**config.mk**
```make
export PLATFORM = sky130hd
export DESIGN_NAME = writeback_unit
export DESIGN_NICKNAME = d
export VERILOG_FILES = /design/src/rtl/riscv_pkg.sv /design/src/rtl/writeback_unit.sv
export SDC_FILE = /design/constraint.sdc
export NUM_CORES = 1
export LEC_CHECK = 0
export ABC_CLOCK_PERIOD_IN_PS = 5090
export BUFFER_PORTS_ARGS = -buffer_cell sky130_fd_sc_hd__buf_2
export CAP_MARGIN = 20
export CORE_MARGIN = 2
export CORE_UTILIZATION = 41
export CTS_CLUSTER_DIAMETER = 200
export DETAILED_ROUTE_END_ITERATION = 16
export PLACE_DENSITY = 0.71
export SYNTH_ARGS = -nofsm -noshare
export SYNTH_HDL_FRONTEND = slang
export SYNTH_SLANG_ARGS = --single-unit
```
**constraint.sdc**
```tcl
create_clock -name clk -period 5.09 [get_ports clk]
set_input_delay 1.527 -clock clk [delete_from_list [all_inputs] [get_ports clk]]
set_output_delay 1.527 -clock clk [all_outputs]
set_load 0.01 [all_outputs]
```
**src/rtl/riscv_pkg.sv**
```systemverilog
// Shared RISC-V core definitions: register-file geometry and the writeback source tag
// used by the writeback arbiter.
package riscv_pkg;

    localparam int REGISTER_INDEX_WIDTH = 5;
    localparam int REGISTER_COUNT       = 1 << REGISTER_INDEX_WIDTH;

    localparam logic [REGISTER_INDEX_WIDTH-1:0] X0 = '0;

    typedef enum logic {
        WB_SRC_ALU = 1'b0,
        WB_SRC_MEM = 1'b1
    } wb_src_e;

endpackage

```
**src/rtl/writeback_unit.sv**
```systemverilog
// Writeback stage: round-robin merge of ALU and load results into a single register-file
// write port, plus a busy-bit scoreboard with decode-stage forwarding and stall signals.
module writeback_unit
    import riscv_pkg::*;
#(
    parameter int XLEN = 32
) (
    input  logic                            clk,
    input  logic                            rst,

    input  logic                            alu_valid,
    output logic                            alu_ready,
    input  logic [REGISTER_INDEX_WIDTH-1:0] alu_rd,
    input  logic [XLEN-1:0]                 alu_data,

    input  logic                            mem_valid,
    output logic                            mem_ready,
    input  logic [REGISTER_INDEX_WIDTH-1:0] mem_rd,
    input  logic [XLEN-1:0]                 mem_data,

    output logic                            rd_wen,
    output logic [REGISTER_INDEX_WIDTH-1:0] rd_addr,
    output logic [XLEN-1:0]                 rd_wdata,

    input  logic                            issue_valid,
    output logic                            issue_ready,
    input  logic [REGISTER_INDEX_WIDTH-1:0] issue_rd,

    input  logic [REGISTER_INDEX_WIDTH-1:0] rs1_addr,
    input  logic [REGISTER_INDEX_WIDTH-1:0] rs2_addr,

    output logic                            rs1_fwd,
    output logic [XLEN-1:0]                 rs1_fwd_data,
    output logic                            rs2_fwd,
    output logic [XLEN-1:0]                 rs2_fwd_data,

    output logic                            rs1_stall,
    output logic                            rs2_stall
);

    logic                            wb_valid_q, wb_valid_d;
    logic [REGISTER_INDEX_WIDTH-1:0] wb_rd_q,    wb_rd_d;
    logic [XLEN-1:0]                 wb_data_q,  wb_data_d;
    logic [REGISTER_COUNT-1:0]       busy_q,     busy_d;
    wb_src_e                         last_grant_q, last_grant_d;

    logic grant_alu;
    logic grant_mem;
    logic issue_fire;

    // Arbitration; readies are forced low while reset is asserted.
    always_comb begin
        grant_alu = 1'b0;
        grant_mem = 1'b0;
        if (!rst) begin
            if (alu_valid && mem_valid) begin
                if (last_grant_q == WB_SRC_ALU) begin
                    grant_mem = 1'b1;
                end else begin
                    grant_alu = 1'b1;
                end
            end else begin
                grant_alu = alu_valid;
                grant_mem = mem_valid;
            end
        end
    end

    assign alu_ready = grant_alu;
    assign mem_ready = grant_mem;

    assign rd_wen   = wb_valid_q && (wb_rd_q != X0);
    assign rd_addr  = wb_rd_q;
    assign rd_wdata = wb_data_q;

    assign issue_ready = (issue_rd == X0) || !busy_q[issue_rd];
    assign issue_fire  = issue_valid && issue_ready;

    // The register file has no write-through, so the pending write is bypassed here.
    assign rs1_fwd      = rd_wen && (wb_rd_q == rs1_addr);
    assign rs2_fwd      = rd_wen && (wb_rd_q == rs2_addr);
    assign rs1_fwd_data = wb_data_q;
    assign rs2_fwd_data = wb_data_q;
    assign rs1_stall    = busy_q[rs1_addr] && !rs1_fwd;
    assign rs2_stall    = busy_q[rs2_addr] && !rs2_fwd;

    always_comb begin
        wb_valid_d   = grant_alu || grant_mem;
        wb_rd_d      = wb_rd_q;
        wb_data_d    = wb_data_q;
        last_grant_d = last_grant_q;
        if (grant_mem) begin
            wb_rd_d      = mem_rd;
            wb_data_d    = mem_data;
            last_grant_d = WB_SRC_MEM;
        end else if (grant_alu) begin
            wb_rd_d      = alu_rd;
            wb_data_d    = alu_data;
            last_grant_d = WB_SRC_ALU;
        end
    end

    // Retirement clears first so that a same-edge issue to that register wins.
    always_comb begin
        busy_d = busy_q;
        if (rd_wen) begin
            busy_d[wb_rd_q] = 1'b0;
        end
        if (issue_fire && (issue_rd != X0)) begin
            busy_d[issue_rd] = 1'b1;
        end
        busy_d[X0] = 1'b0;
    end

    always_ff @(posedge clk or posedge rst) begin
        if (rst) begin
            wb_valid_q   <= 1'b0;
            wb_rd_q      <= '0;
            wb_data_q    <= '0;
            busy_q       <= '0;
            last_grant_q <= WB_SRC_ALU;
        end else begin
            wb_valid_q   <= wb_valid_d;
            wb_rd_q      <= wb_rd_d;
            wb_data_q    <= wb_data_d;
            busy_q       <= busy_d;
            last_grant_q <= last_grant_d;
        end
    end

endmodule

```
==> metrics list <==
- The multi-input combinational cells in the finished layout cover a total of approximately 2300 um2.
- Final hold vios: 0
* Worst relative slew slack: about two fifths
* Global routing usage summed across all routing layers: between 20% and 30%
* Reg2reg path depth: 3
- Crit-path most repeated cell: sky130_fd_sc_hd__buf_2
* Clock latency reported for the late side of the worst-skew pair: between 300 and 400 ps
- Across all hold checks on the routed design, the worst slack comes to 521 ps.
- Power density cells: around 400 nW/um2
- The routed design has around 14 mm of wire.
- Summed over all cells, the static leakage comes to ~2.8 nW.
- Final design instance area without fill: roughly 5600 um2
* Total grt overflow: 0
* Worst reg2reg startpoint: busy_q[26]
* Number of inserted filler cells in the final layout: between 900 and 1000
* Outcome: finished, final reports clean
- Number of buffer cells added on primary ports: 202
* Power dissipated by switching net loads: between 0.8 and 0.9 mW
- Relative to the synthesized area, the layout overhead comes to 20.0%.
- Initial standard-cell utilization of the core: between 40% and 50%
- During synthesis, Yosys emitted a total of 0 warnings.
- Synthesis produced 502 cells.
- Clock share of power: about 28%
- Post-synthesis sequential area ratio: a little under two fifths
- Based on the critical path, the design can be clocked at up to 0.209 GHz.
- Die Outline Area: roughly 12000 um2
* Antenna violations before repair: 0
- Counting buffers and inverters, the worst setup path is 6 cells deep.
- Once the clock tree was built, the resizer swapped 0 gates to a different size.
* Number of buffers on the longest clock path: 2
- After Yosys synthesis, and, or, nand and nor cells account for around 12% of the synthesized area.
- Vias per inst: 5.43
* Synth Area in XOR/XNOR: approximately 1.9%
- Adder-cell share of the synthesized area: 0%
- Vias in the first global route: roughly 4000
- Detail-routed net length per standard cell: between 15 and 20 um
- Clock transition at path regs: roughly 60 ps
- The number of nets handed over by synthesis was 596.
- STA classifies the critical path startpoint as an input port.
* Routability Congestion: 1.00
- Number of placed instances, taps included: around 760
- In this run the clock root is driven by a sky130_fd_sc_hd__clkbuf_16.
- Total power after layout: 2.24 mW
* Worst ir drop on vdd: between 0.15 and 0.2 mV
- Number of buffers added by the clock tree synthesis step: 9
* Share of synthesized area spent on multiplexers: ~18%
* Combined area of all synthesized cells: 4660 um2
- Worst Path Max Fanout: 16
- In this run, the number of DRC markers left after iteration 0 of detailed routing was around 310.
* Register area: between 1500 and 2000 um2
* Number of I/O pins: 203
- Launching element of the worst setup path: issue_rd[0]
- After detailed routing, the number of remaining DRC violations is 0.
* Type of the worst min-delay path: flip-flop to flip-flop
- Summing all placed instances gives a cell area of about 5300 um2.
- Detailed-router iteration count before antenna repair: 5
* Number of standard cells in the layout, taps in and fillers out: a little under 800
- Largest delay contributor family on the critical path: multiplexers
* TritonCTS clock tree: built
* Post-synthesis compound-gate area fraction: ~16%
* Via total after detailed routing: ~4200
- The post-route netlist has 38.8% of its cells at a drive strength greater than 1.
- Most used flip-flop cell after synthesis: sky130_fd_sc_hd__dfrtp_1
- Worst setup skew after layout: between 8 and 9 ps
- Walking the worst path, the cells encountered are buf_2, mux4_2, mux2i_1, nor2_1, nor4_1, buf_2.
- The floorplan step set the die width to 111 um.
- Wire length of the first global-routing pass: ~21 mm
- Combinational cells account for 30.1% of the total power.
* Pin count of the biggest net entering global routing: 76
- Buffers inserted during post-CTS setup optimization: 0
* Arrival @ worst endpoint: about 3300 ps
- In this run the number of H-tree levels came out at 3.
- Setup repair after global routing missed its margin: no
- Avg Synthesized Cell Area: about 9.3 um2
- Category of the worst setup path capture point: output pin
- Crit Path Category: input port to output pin
- Share of synthesized registers carrying an async set or reset: 100%
- Hold path startpoint: rd_wdata[26]
- The max-slew violation total from the final report came to 0.
- After layout, the worst path uses between 90% and 100% of the clock period.
- Internal power consumption: about 1.4 mW
- Max-cap check violation count: 0
* WP buf/inv: 2
- Setup violations remaining at the end of the flow were counted as 0.
- Main combinational cell family by area after synthesis: multiplexers
- Worst path required time: approximately 3600 ps
- Die span in y: 111 um
- In the final timing run, aggregate negative setup slack is 0 ps.
- Slowest stage cell on the critical path: sky130_fd_sc_hd__mux4_2
- Hold-critical path depth: 2
* Final period demand of the worst path: 4790 ps
- Estimated wirelength of the detail-placed design: about 10 mm
- Number of synthesized register bits: 70
- Row generation in the floorplan step produced 38 rows.
- Antenna Violating Nets Remaining: 0
- Total core area: around 11000 um2
- The tree built by TritonCTS fans out to 70 sinks.
* Reg power frac: about 42%
- Sw Ratio: a little over a third
- The number of antenna diodes in the final layout is 0.
* Cts-stage hold buffer count: 0
* Number of synthesized flops with an enable pin: 0
- Post-layout net count: slightly above 700
- For the pin with the worst max-slew slack, the measured transition is roughly 900 ps.
- Distinct cell type count after synthesis: 37
- Largest stage delay on the critical path: about 580 ps
-- state kept, by name, indices dropped and copies added, names as in the netlist --
| name | flops |
|---|---|
| wb_valid_q | 1 |
| last_grant_q | 1 |
| rd_wdata | 32 |
| rd_addr | 5 |
| busy_q | 31 |
-- per-stage QoR --
stage	setup slack, ps	utilization (%)
floorplan	99.0	-
global placement	373	48.2
detailed placement	346	48.2
CTS	341	51.0
global route	195	51.0
finish	298	51.0
-- tightest hold or removal path, delay by kind of cell, from the launching register on --
kind / cells / cell delay, ps
AO/OA/AOI/OAI: 1 / 60
AND/OR/NAND/NOR: 1 / 50
flip-flops: 1 / 370
-- power by group through the flow --
stage	Sequential, mW	Clock, mW	Combinational [mW]
after floorplan	0.839	0	0.522
after global placement	0.927	0	0.654
after detailed placement	0.931	0	0.673
after CTS	0.923	0.646	0.676
after global routing	0.946	0.674	0.740
final	0.929	0.637	0.675
-- synth_stat cells, types with 5 or more instances --
cell / count / area share, %
sky130_fd_sc_hd__clkbuf_1: 19 / 1.5
sky130_fd_sc_hd__nand3b_1: 10 / 1.6
sky130_fd_sc_hd__inv_1: 5 / 0.40
sky130_fd_sc_hd__mux4_2: 5 / 2.4
sky130_fd_sc_hd__a22oi_1: 6 / 0.97
sky130_fd_sc_hd__o31ai_1: 13 / 2.1
sky130_fd_sc_hd__xnor2_1: 6 / 1.1
sky130_fd_sc_hd__buf_4: 65 / 10
sky130_fd_sc_hd__dfrtp_1: 70 / 38
sky130_fd_sc_hd__a21oi_1: 11 / 1.2
sky130_fd_sc_hd__o21ai_0: 88 / 9.4
sky130_fd_sc_hd__nand3_1: 20 / 2.1
sky130_fd_sc_hd__mux2i_1: 66 / 14
sky130_fd_sc_hd__nand2b_1: 8 / 1.1
sky130_fd_sc_hd__nor2_1: 5 / 0.40
sky130_fd_sc_hd__buf_2: 10 / 1.1
sky130_fd_sc_hd__nand2_1: 49 / 3.9
sky130_fd_sc_hd__mux2_2: 7 / 1.7
-- cell type report --
class	count	area share, %
Timing Repair Buffer	209	19.0
Tap cell	140	3.13
Inverter	5	0.335
Clock inverter	6	1.23
Multi-Input combinational cell	331	40.7
Clock buffer	10	4.27
Sequential cell	70	31.3
-- final timing paths --
check                                to  slack, ps
max                         issue_ready        300
min reg2reg                rd_wdata[26]        520
min                        rd_wdata[26]        520
max reg2reg                  busy_q[26]       3410
min in group asynchronous  rd_wdata[30]       1490
max in group asynchronous     busy_q[9]       3020
-- kinds of logic after synthesis --
logic type	after synthesis
AO/OA/AOI/OAI	131
AND/OR/NAND/NOR	112
buffers and inverters	101
multiplexers	78
flip-flops	70
XOR/XNOR	10
-- metal layers --
layer / global-route usage [%] / wire length [um] / part of all wire, % / vias to the layer above
met2: 36.2 / 6810 / 50 / 191
met4: 8.83 / 316 / 2.3 / 0
met1: 27.9 / 5540 / 41 / 1993
met3: 3.95 / 966 / 7.1 / 23
li1: - / - / - / 1982
met5: 0 / 0 / 0 / -
-- placed cells by master (no fill, tap or decap), types with 3 or more instances in the layout --
cell type and count:
sky130_fd_sc_hd__a22oi_1 6, sky130_fd_sc_hd__xor2_1 4, sky130_fd_sc_hd__buf_4 7, sky130_fd_sc_hd__inv_1 4
sky130_fd_sc_hd__xnor2_1 6, sky130_fd_sc_hd__dfrtp_1 70, sky130_fd_sc_hd__o31ai_1 13, sky130_fd_sc_hd__nand2_1 49
sky130_fd_sc_hd__nand2b_1 8, sky130_fd_sc_hd__mux2_2 7, sky130_fd_sc_hd__or3_1 3, sky130_fd_sc_hd__or3b_2 4
sky130_fd_sc_hd__nor2b_1 4, sky130_fd_sc_hd__a211o_1 3, sky130_fd_sc_hd__nor4_1 3, sky130_fd_sc_hd__nand3b_1 10
sky130_fd_sc_hd__clkbuf_16 9, sky130_fd_sc_hd__a21oi_1 11, sky130_fd_sc_hd__nor2_1 5, sky130_fd_sc_hd__mux2i_1 66
sky130_fd_sc_hd__buf_2 202, sky130_fd_sc_hd__mux4_2 5, sky130_fd_sc_hd__nand3_1 20, sky130_fd_sc_hd__o21ai_0 87
Note: power is estimated with default switching activity, not from simulation.
